--- src/rtl/seg_pkg.sv ---
// rtl/seg_pkg.sv - shared constants, glyphs and BCD FSM states for the scan driver
package seg_pkg;

  localparam int NUM_DIGITS = 6;
  localparam int BCD_W      = 24;
  localparam int BIN_W      = 20;
  localparam int SHIFT_N    = 20;

  // Largest value six decimal digits can show; larger inputs saturate here.
  localparam logic [BIN_W-1:0] DATA_MAX = 20'd999_999;

  // Active-low common-anode patterns, bit7 = DP, bits 6..0 = g..a.
  localparam logic [7:0] SEG_0     = 8'hC0;
  localparam logic [7:0] SEG_1     = 8'hF9;
  localparam logic [7:0] SEG_2     = 8'hA4;
  localparam logic [7:0] SEG_3     = 8'hB0;
  localparam logic [7:0] SEG_4     = 8'h99;
  localparam logic [7:0] SEG_5     = 8'h92;
  localparam logic [7:0] SEG_6     = 8'h82;
  localparam logic [7:0] SEG_7     = 8'hF8;
  localparam logic [7:0] SEG_8     = 8'h80;
  localparam logic [7:0] SEG_9     = 8'h90;
  localparam logic [7:0] SEG_MINUS = 8'hBF;
  localparam logic [7:0] SEG_BLANK = 8'hFF;
  localparam logic [7:0] DP_MASK   = 8'h7F;

  typedef enum logic [1:0] {
    S_IDLE,
    S_LOAD,
    S_SHIFT,
    S_DONE
  } bcd_state_t;

  // Non-decimal nibbles cannot come out of the converter; they map to blank.
  function automatic logic [7:0] digit_glyph(input logic [3:0] d);
    logic [7:0] g;
    case (d)
      4'd0:    g = SEG_0;
      4'd1:    g = SEG_1;
      4'd2:    g = SEG_2;
      4'd3:    g = SEG_3;
      4'd4:    g = SEG_4;
      4'd5:    g = SEG_5;
      4'd6:    g = SEG_6;
      4'd7:    g = SEG_7;
      4'd8:    g = SEG_8;
      4'd9:    g = SEG_9;
      default: g = SEG_BLANK;
    endcase
    return g;
  endfunction

endpackage

--- src/rtl/seg_scan_if.sv ---
// rtl/seg_scan_if.sv - display bundle from data_gen in, digit select and segments out
interface seg_scan_if;
  logic [19:0] data;
  logic [5:0]  point;
  logic        sign;
  logic        seg_en;
  logic [5:0]  sel;
  logic [7:0]  seg;

  modport master (output data, point, sign, seg_en, input sel, seg);
  modport slave  (input data, point, sign, seg_en, output sel, seg);
endinterface

--- src/rtl/seg_scan_bin2bcd.sv ---
// rtl/seg_scan_bin2bcd.sv - free-running sequential double-dabble binary to BCD converter
module bin2bcd
  import seg_pkg::*;
(
  input  logic             sys_clk,
  input  logic             sys_rst_n,
  input  logic [BIN_W-1:0] bin,
  output logic [BCD_W-1:0] bcd,
  output logic             valid
);

  localparam int          WORK_W    = BCD_W + BIN_W;
  localparam logic [4:0]  LAST_ITER = 5'(SHIFT_N - 1);

  bcd_state_t        state_q, state_d;
  logic [4:0]        iter_q;
  logic [WORK_W-1:0] work_q;
  logic [WORK_W-1:0] adj;

  // FSM state register; reset abandons any conversion in flight.
  always_ff @(posedge sys_clk) begin
    if (!sys_rst_n) state_q <= S_IDLE;
    else            state_q <= state_d;
  end

  // Next-state logic; the loop never waits, so conversion is continuous.
  always_comb begin
    state_d = state_q;
    valid   = 1'b0;
    unique case (state_q)
      S_IDLE:  state_d = S_LOAD;
      S_LOAD:  state_d = S_SHIFT;
      S_SHIFT: if (iter_q == LAST_ITER) state_d = S_DONE;
      S_DONE: begin
        valid   = 1'b1;
        state_d = S_IDLE;
      end
      default: state_d = S_IDLE;
    endcase
  end

  // Add-3 correction of every BCD nibble that would overflow on the next shift.
  always_comb begin
    adj = work_q;
    for (int n = 0; n < NUM_DIGITS; n++) begin
      if (work_q[BIN_W + 4*n +: 4] >= 4'd5)
        adj[BIN_W + 4*n +: 4] = work_q[BIN_W + 4*n +: 4] + 4'd3;
    end
  end

  // Datapath: latch the operand, shift 20 times, publish the BCD half.
  always_ff @(posedge sys_clk) begin
    if (!sys_rst_n) begin
      work_q <= '0;
      iter_q <= '0;
      bcd    <= '0;
    end else begin
      unique case (state_q)
        S_LOAD: begin
          work_q <= {{BCD_W{1'b0}}, bin};
          iter_q <= '0;
        end
        S_SHIFT: begin
          work_q <= {adj[WORK_W-2:0], 1'b0};
          iter_q <= iter_q + 5'd1;
        end
        S_DONE:  bcd <= work_q[WORK_W-1:BIN_W];
        default: ;
      endcase
    end
  end

endmodule

--- src/rtl/seg_scan.sv ---
// rtl/seg_scan.sv - six-digit multiplexed seven-segment driver with blanking, DP and sign
module seg_scan
  import seg_pkg::*;
#(
  parameter int CNT_MAX = 49_999
) (
  input  logic       sys_clk,
  input  logic       sys_rst_n,
  seg_scan_if.slave  bus
);

  localparam int CNT_W = (CNT_MAX > 0) ? $clog2(CNT_MAX + 1) : 1;
  localparam logic [CNT_W-1:0] CNT_LAST = CNT_W'(CNT_MAX);

  logic [CNT_W-1:0] cnt_q;
  logic [2:0]       idx_q;
  logic [BIN_W-1:0] bin_clamped;
  logic [BCD_W-1:0] bcd_q;
  logic             bcd_valid_unused;
  logic [2:0]       msd;
  logic [3:0]       cur_digit;
  logic [5:0]       sel_d;
  logic [7:0]       seg_d;

  assign bin_clamped = (bus.data > DATA_MAX) ? DATA_MAX : bus.data;

  // The display reads bcd continuously, so the conversion strobe is not needed here.
  bin2bcd u_bcd (
    .sys_clk   (sys_clk),
    .sys_rst_n (sys_rst_n),
    .bin       (bin_clamped),
    .bcd       (bcd_q),
    .valid     (bcd_valid_unused)
  );

  // Most significant shown digit: highest nonzero digit or highest lit DP, at least 0.
  always_comb begin
    msd = '0;
    for (int i = 0; i < NUM_DIGITS; i++) begin
      if ((bcd_q[4*i +: 4] != 4'd0) || bus.point[i]) msd = 3'(i);
    end
  end

  assign cur_digit = bcd_q[4*idx_q +: 4];

  // Dwell counter and digit index; they keep running while the display is off.
  always_ff @(posedge sys_clk) begin
    if (!sys_rst_n) begin
      cnt_q <= '0;
      idx_q <= '0;
    end else if (cnt_q == CNT_LAST) begin
      cnt_q <= '0;
      idx_q <= (idx_q == 3'(NUM_DIGITS - 1)) ? 3'd0 : idx_q + 3'd1;
    end else begin
      cnt_q <= cnt_q + 1'b1;
    end
  end

  // Content of the currently selected digit: glyph, minus in front of msd, or blank.
  always_comb begin
    sel_d = '0;
    seg_d = SEG_BLANK;
    if (bus.seg_en) begin
      sel_d = 6'b000001 << idx_q;
      if (idx_q <= msd) begin
        seg_d = digit_glyph(cur_digit);
        if (bus.point[idx_q]) seg_d = seg_d & DP_MASK;
      end else if (bus.sign && (msd < 3'd5) && (idx_q == msd + 3'd1)) begin
        seg_d = SEG_MINUS;
      end
    end
  end

  // sel and seg share one register stage so they can never disagree.
  always_ff @(posedge sys_clk) begin
    if (!sys_rst_n) begin
      bus.sel <= '0;
      bus.seg <= SEG_BLANK;
    end else begin
      bus.sel <= sel_d;
      bus.seg <= seg_d;
    end
  end

endmodule

--- src/flat_wrapper.sv ---
// flat-port wrapper written by rule: the top's interface ports become plain ports
module seg_scan_flat import seg_pkg::*;
#(
  parameter int CNT_MAX = 49_999
)
  (sys_clk, sys_rst_n, bus_data, bus_point, bus_sign, bus_seg_en, bus_sel, bus_seg);
  seg_scan_if bus_i ();
  input  logic sys_clk;
  input  logic sys_rst_n;
  input wire logic [$bits(bus_i.data)-1:0] bus_data;
  input wire logic [$bits(bus_i.point)-1:0] bus_point;
  input wire logic [$bits(bus_i.sign)-1:0] bus_sign;
  input wire logic [$bits(bus_i.seg_en)-1:0] bus_seg_en;
  output wire logic [$bits(bus_i.sel)-1:0] bus_sel;
  output wire logic [$bits(bus_i.seg)-1:0] bus_seg;
  assign bus_i.data = bus_data;
  assign bus_i.point = bus_point;
  assign bus_i.sign = bus_sign;
  assign bus_i.seg_en = bus_seg_en;
  assign bus_sel = bus_i.sel;
  assign bus_seg = bus_i.seg;
  seg_scan #(.CNT_MAX(CNT_MAX)) u_core (.sys_clk(sys_clk), .sys_rst_n(sys_rst_n), .bus(bus_i));
endmodule
--- config.mk ---
export PLATFORM = sky130hd
export DESIGN_NAME = seg_scan_flat
export DESIGN_NICKNAME = d
export VERILOG_FILES = /design/src/rtl/seg_pkg.sv /design/src/rtl/seg_scan_if.sv /design/src/rtl/seg_scan_bin2bcd.sv /design/src/rtl/seg_scan.sv /design/src/flat_wrapper.sv
export SDC_FILE = /design/constraint.sdc
export NUM_CORES = 1
export LEC_CHECK = 0
export CORE_MARGIN = 4
export CORE_UTILIZATION = 35
export CTS_BUF_LIST = sky130_fd_sc_hd__clkbuf_8
export CTS_CLUSTER_SIZE = 40
export DETAILED_ROUTE_END_ITERATION = 10
export PLACE_DENSITY_LB_ADDON = 0.2
export SLEW_MARGIN = 30
export SYNTH_ARGS = -nofsm -noshare
export SYNTH_HDL_FRONTEND = slang
export SYNTH_SLANG_ARGS = --single-unit
--- constraint.sdc ---
create_clock -name sys_clk -period 8.15 [get_ports sys_clk]
set_input_delay 2.445 -clock sys_clk [delete_from_list [all_inputs] [get_ports sys_clk]]
set_output_delay 2.445 -clock sys_clk [all_outputs]
set_load 0.005 [all_outputs]
==> run metrics <==
status complete, no violations; Most Crowded Layer GR met2; Nets 661; Syn. warnings 0; Placer Congestion 0.801; clock transition at the registers of the reported paths 0.10 ns; Die Span X 132 µm; DRC 0; ant diodes 0; antenna viol nets, final 0; Final HPWL DP 8220 µm; Routed WL 11800 µm; Worst Hold Class flip-flop to flip-flop; Die Y 132 µm; clock root buffer clkbuf_8; Worst Skew 0.00660 ns; CTS Buf Count 9; fillers 1512; Fmax achieved roughly 190 MHz; grt met3 use 0.0416; sequential area share after synthesis 0.400; CP endpoint kind flip-flop; Hold Fails Final Rpt 0; Synth cell types 59; CP max FO 3; DR pass1 iterations 5; share of cells above drive strength 1 0.0657; CTS tree yes; Max Slew Vio Count 0; H-tree levels 3; crit path launch type input pin; Slew headroom 0.414; M1 GR Usage 0.179; Hold Slack 0.464 ns; final non-filler cell total 797; Post-synth EDFFs 0; DR vias 4192; Syn Inst Count between 500 and 600; # rows 45; cell area power density 205 nW/µm²; num ports 44; CTS Hold Buffers Added 0; Slew @ Worst Pin 0.878 ns; maxcap violations 0; Synth async-reset ratio 0; required time worst endpoint 8.40 ns; CORE AREA 15100 µm²; Final Setup Violations 0; die area 17500 µm²; Starting Density 0.357; total clock sinks ~110; vias in the first global route 4044; Final min period 5.26 ns; GRT met2 Usage 0.222; Syn-to-layout area delta 14.1%; Synth Cell Area roughly 5400 µm²; vias per cell 5.26; critical path class input pin to flip-flop; pin count of the biggest net entering global routing 82; peak supply drop 150 µV; Iteration-0 DRC Markers 211; Leakage 2.24 nW; Resized Gates After CTS 0; worst-skew pair later-pin latency approximately 0.38 ns; Overall Global Routing Usage 0.137; routed len/inst between 10 and 15 µm; TNS Setup 0 ns; prevailing post-synth register cell dfxtp_1; RSZ-0062 raised after global routing false; arrival time at the worst endpoint 5.51 ns; first-pass GRT wire length 20000 µm; Yosys reg bits 108; placed cells between 700 and 800; net count after synthesis 637; IO buf count 43; syn avg cell area 9.31 µm²; Clock Tree Buf Depth 2; Post CTS Setup Buffer Count 0; initial antenna violation count 0; final worst path period share 0.645; global-route congestion overflow total 0
==> final timing paths <==
| kind | end | slack, ns | depth (start not counted) | from |
|---|---|---|---|---|
| max | u_core.bus.seg[5] | 2.89 | 9 | bus_point[5] |
| min | u_core.cnt_q[0] | 0.46 | 1 | u_core.cnt_q[0] |
| max reg2reg | u_core.bus.seg[5] | 4.95 | 8 | u_core.u_bcd.bcd[20] |
| min reg2reg | u_core.cnt_q[0] | 0.46 | 1 | u_core.cnt_q[0] |
==> through the flow <==
step	setup slack (ns)	total power, W	instance area (µm²)	util
finish	2.89	0.00127	6170	0.408
global route	2.82	0.00135	6170	0.408
CTS	3.02	0.00128	6170	0.408
detailed placement	2.58	0.000915	5950	0.393
global placement	2.95	0.000905	5950	0.393
floorplan	3.54	0.000829	5410	-
==> power by group <==
group / switching [W] / internal [W] / total [W] / leakage [nW]
clock network: 0.000184 / 0.000181 / 0.000365 / 0.109
registers: 0.0000263 / 0.000579 / 0.000605 / 0.876
logic: 0.000187 / 0.000108 / 0.000295 / 1.25
total: 0.000397 / 0.000868 / 0.00127 / 2.24
==> sequential cells by signal, summed over array words and instances (netlist names) <==
register and cells:
u_core.u_bcd.bcd 24, u_core.u_bcd.iter_q 5, u_core.cnt_q 16, u_core.bus.seg 8
u_core.idx_q 3, u_core.u_bcd.state_q 2, u_core.u_bcd.work_q 44, u_core.bus.sel 6
==> area by class of cell <==
| type | count | area [µm²] | area share |
|---|---|---|---|
| multi-input cells | 414 | 3010 | 0.487 |
| flip-flops and latches | 108 | 2160 | 0.350 |
| repair buffers | 47 | 455 | 0.0738 |
| well taps | 188 | 235 | 0.0381 |
| clock buffers | 10 | 138 | 0.0223 |
| inverters | 25 | 93.8 | 0.0152 |
| clock inverters | 5 | 85.1 | 0.0138 |
==> cell families (layout without fill, tap and decap cells) <==
kind of cell,Yosys count,after routing,synth area share
and+or+nand+nor,190,190,0.194
DFF,108,108,0.400
muxes,52,52,0.0994
AOI/OAI and AO/OA,115,115,0.151
buffers and inverters,59,87,0.0453
xor gates and xnor gates,31,31,0.0502
adders and majority gates,26,26,0.0601
==> per-layer routing <==
metal | wire (µm) | part of all wire
met1 | 5690 | 0.48
met2 | 5430 | 0.46
met3 | 600 | 0.051
met4 | 119 | 0.010
met5 | 0 | 0
==> cell usage in the layout (no fill, tap or decap), types with 4 or more instances in the layout <==
master / instances
clkdlybuf4s50_1: 42
and3_1: 8
o221ai_1: 7
nand2_1: 30
ha_1: 26
a21oi_1: 22
nor4_1: 6
a21boi_0: 14
a22o_1: 5
and2_1: 21
dfxtp_1: 108
a32oi_1: 8
nand3_1: 15
o32ai_1: 5
o21ai_0: 16
nand2b_1: 8
buf_4: 4
nor3_1: 6
or3_1: 4
o31ai_1: 9
clkbuf_8: 10
mux2i_1: 47
mux2_2: 4
xnor2_1: 15
nor2b_1: 34
nand4_1: 5
o22ai_1: 7
nor2_1: 34
inv_1: 25
o211a_1: 5
xor2_1: 16
==> critical path, cell delays in order <==
cell and delay, ns:
clkdlybuf4s50_1 0.44, or4_1 0.44, nor4_1 0.44, o31ai_1 0.21, ha_1 0.34, a211oi_1 0.42
o21bai_1 0.17, nor4_1 0.51, a21oi_1 0.09
==> cell usage after synthesis (all sizes together) (8+ instances only) <==
master | instances | area [µm²]
and2 | 21 | 131
xnor2 | 15 | 131
a21boi | 17 | 128
o31ai | 9 | 67.6
xor2 | 16 | 140
a32oi | 8 | 70.1
buf | 10 | 61.3
ha | 26 | 325
inv | 25 | 93.8
and3 | 10 | 65.1
nor2 | 36 | 138
nand2b | 8 | 50.1
dfxtp | 108 | 2160
o21ai | 18 | 90.1
a21oi | 22 | 110
nand3 | 15 | 75.1
clkbuf | 24 | 90.1
nand2 | 30 | 113
mux2i | 47 | 470
nor2b | 34 | 213
No activity file was read; power rests on OpenSTA's default activity.
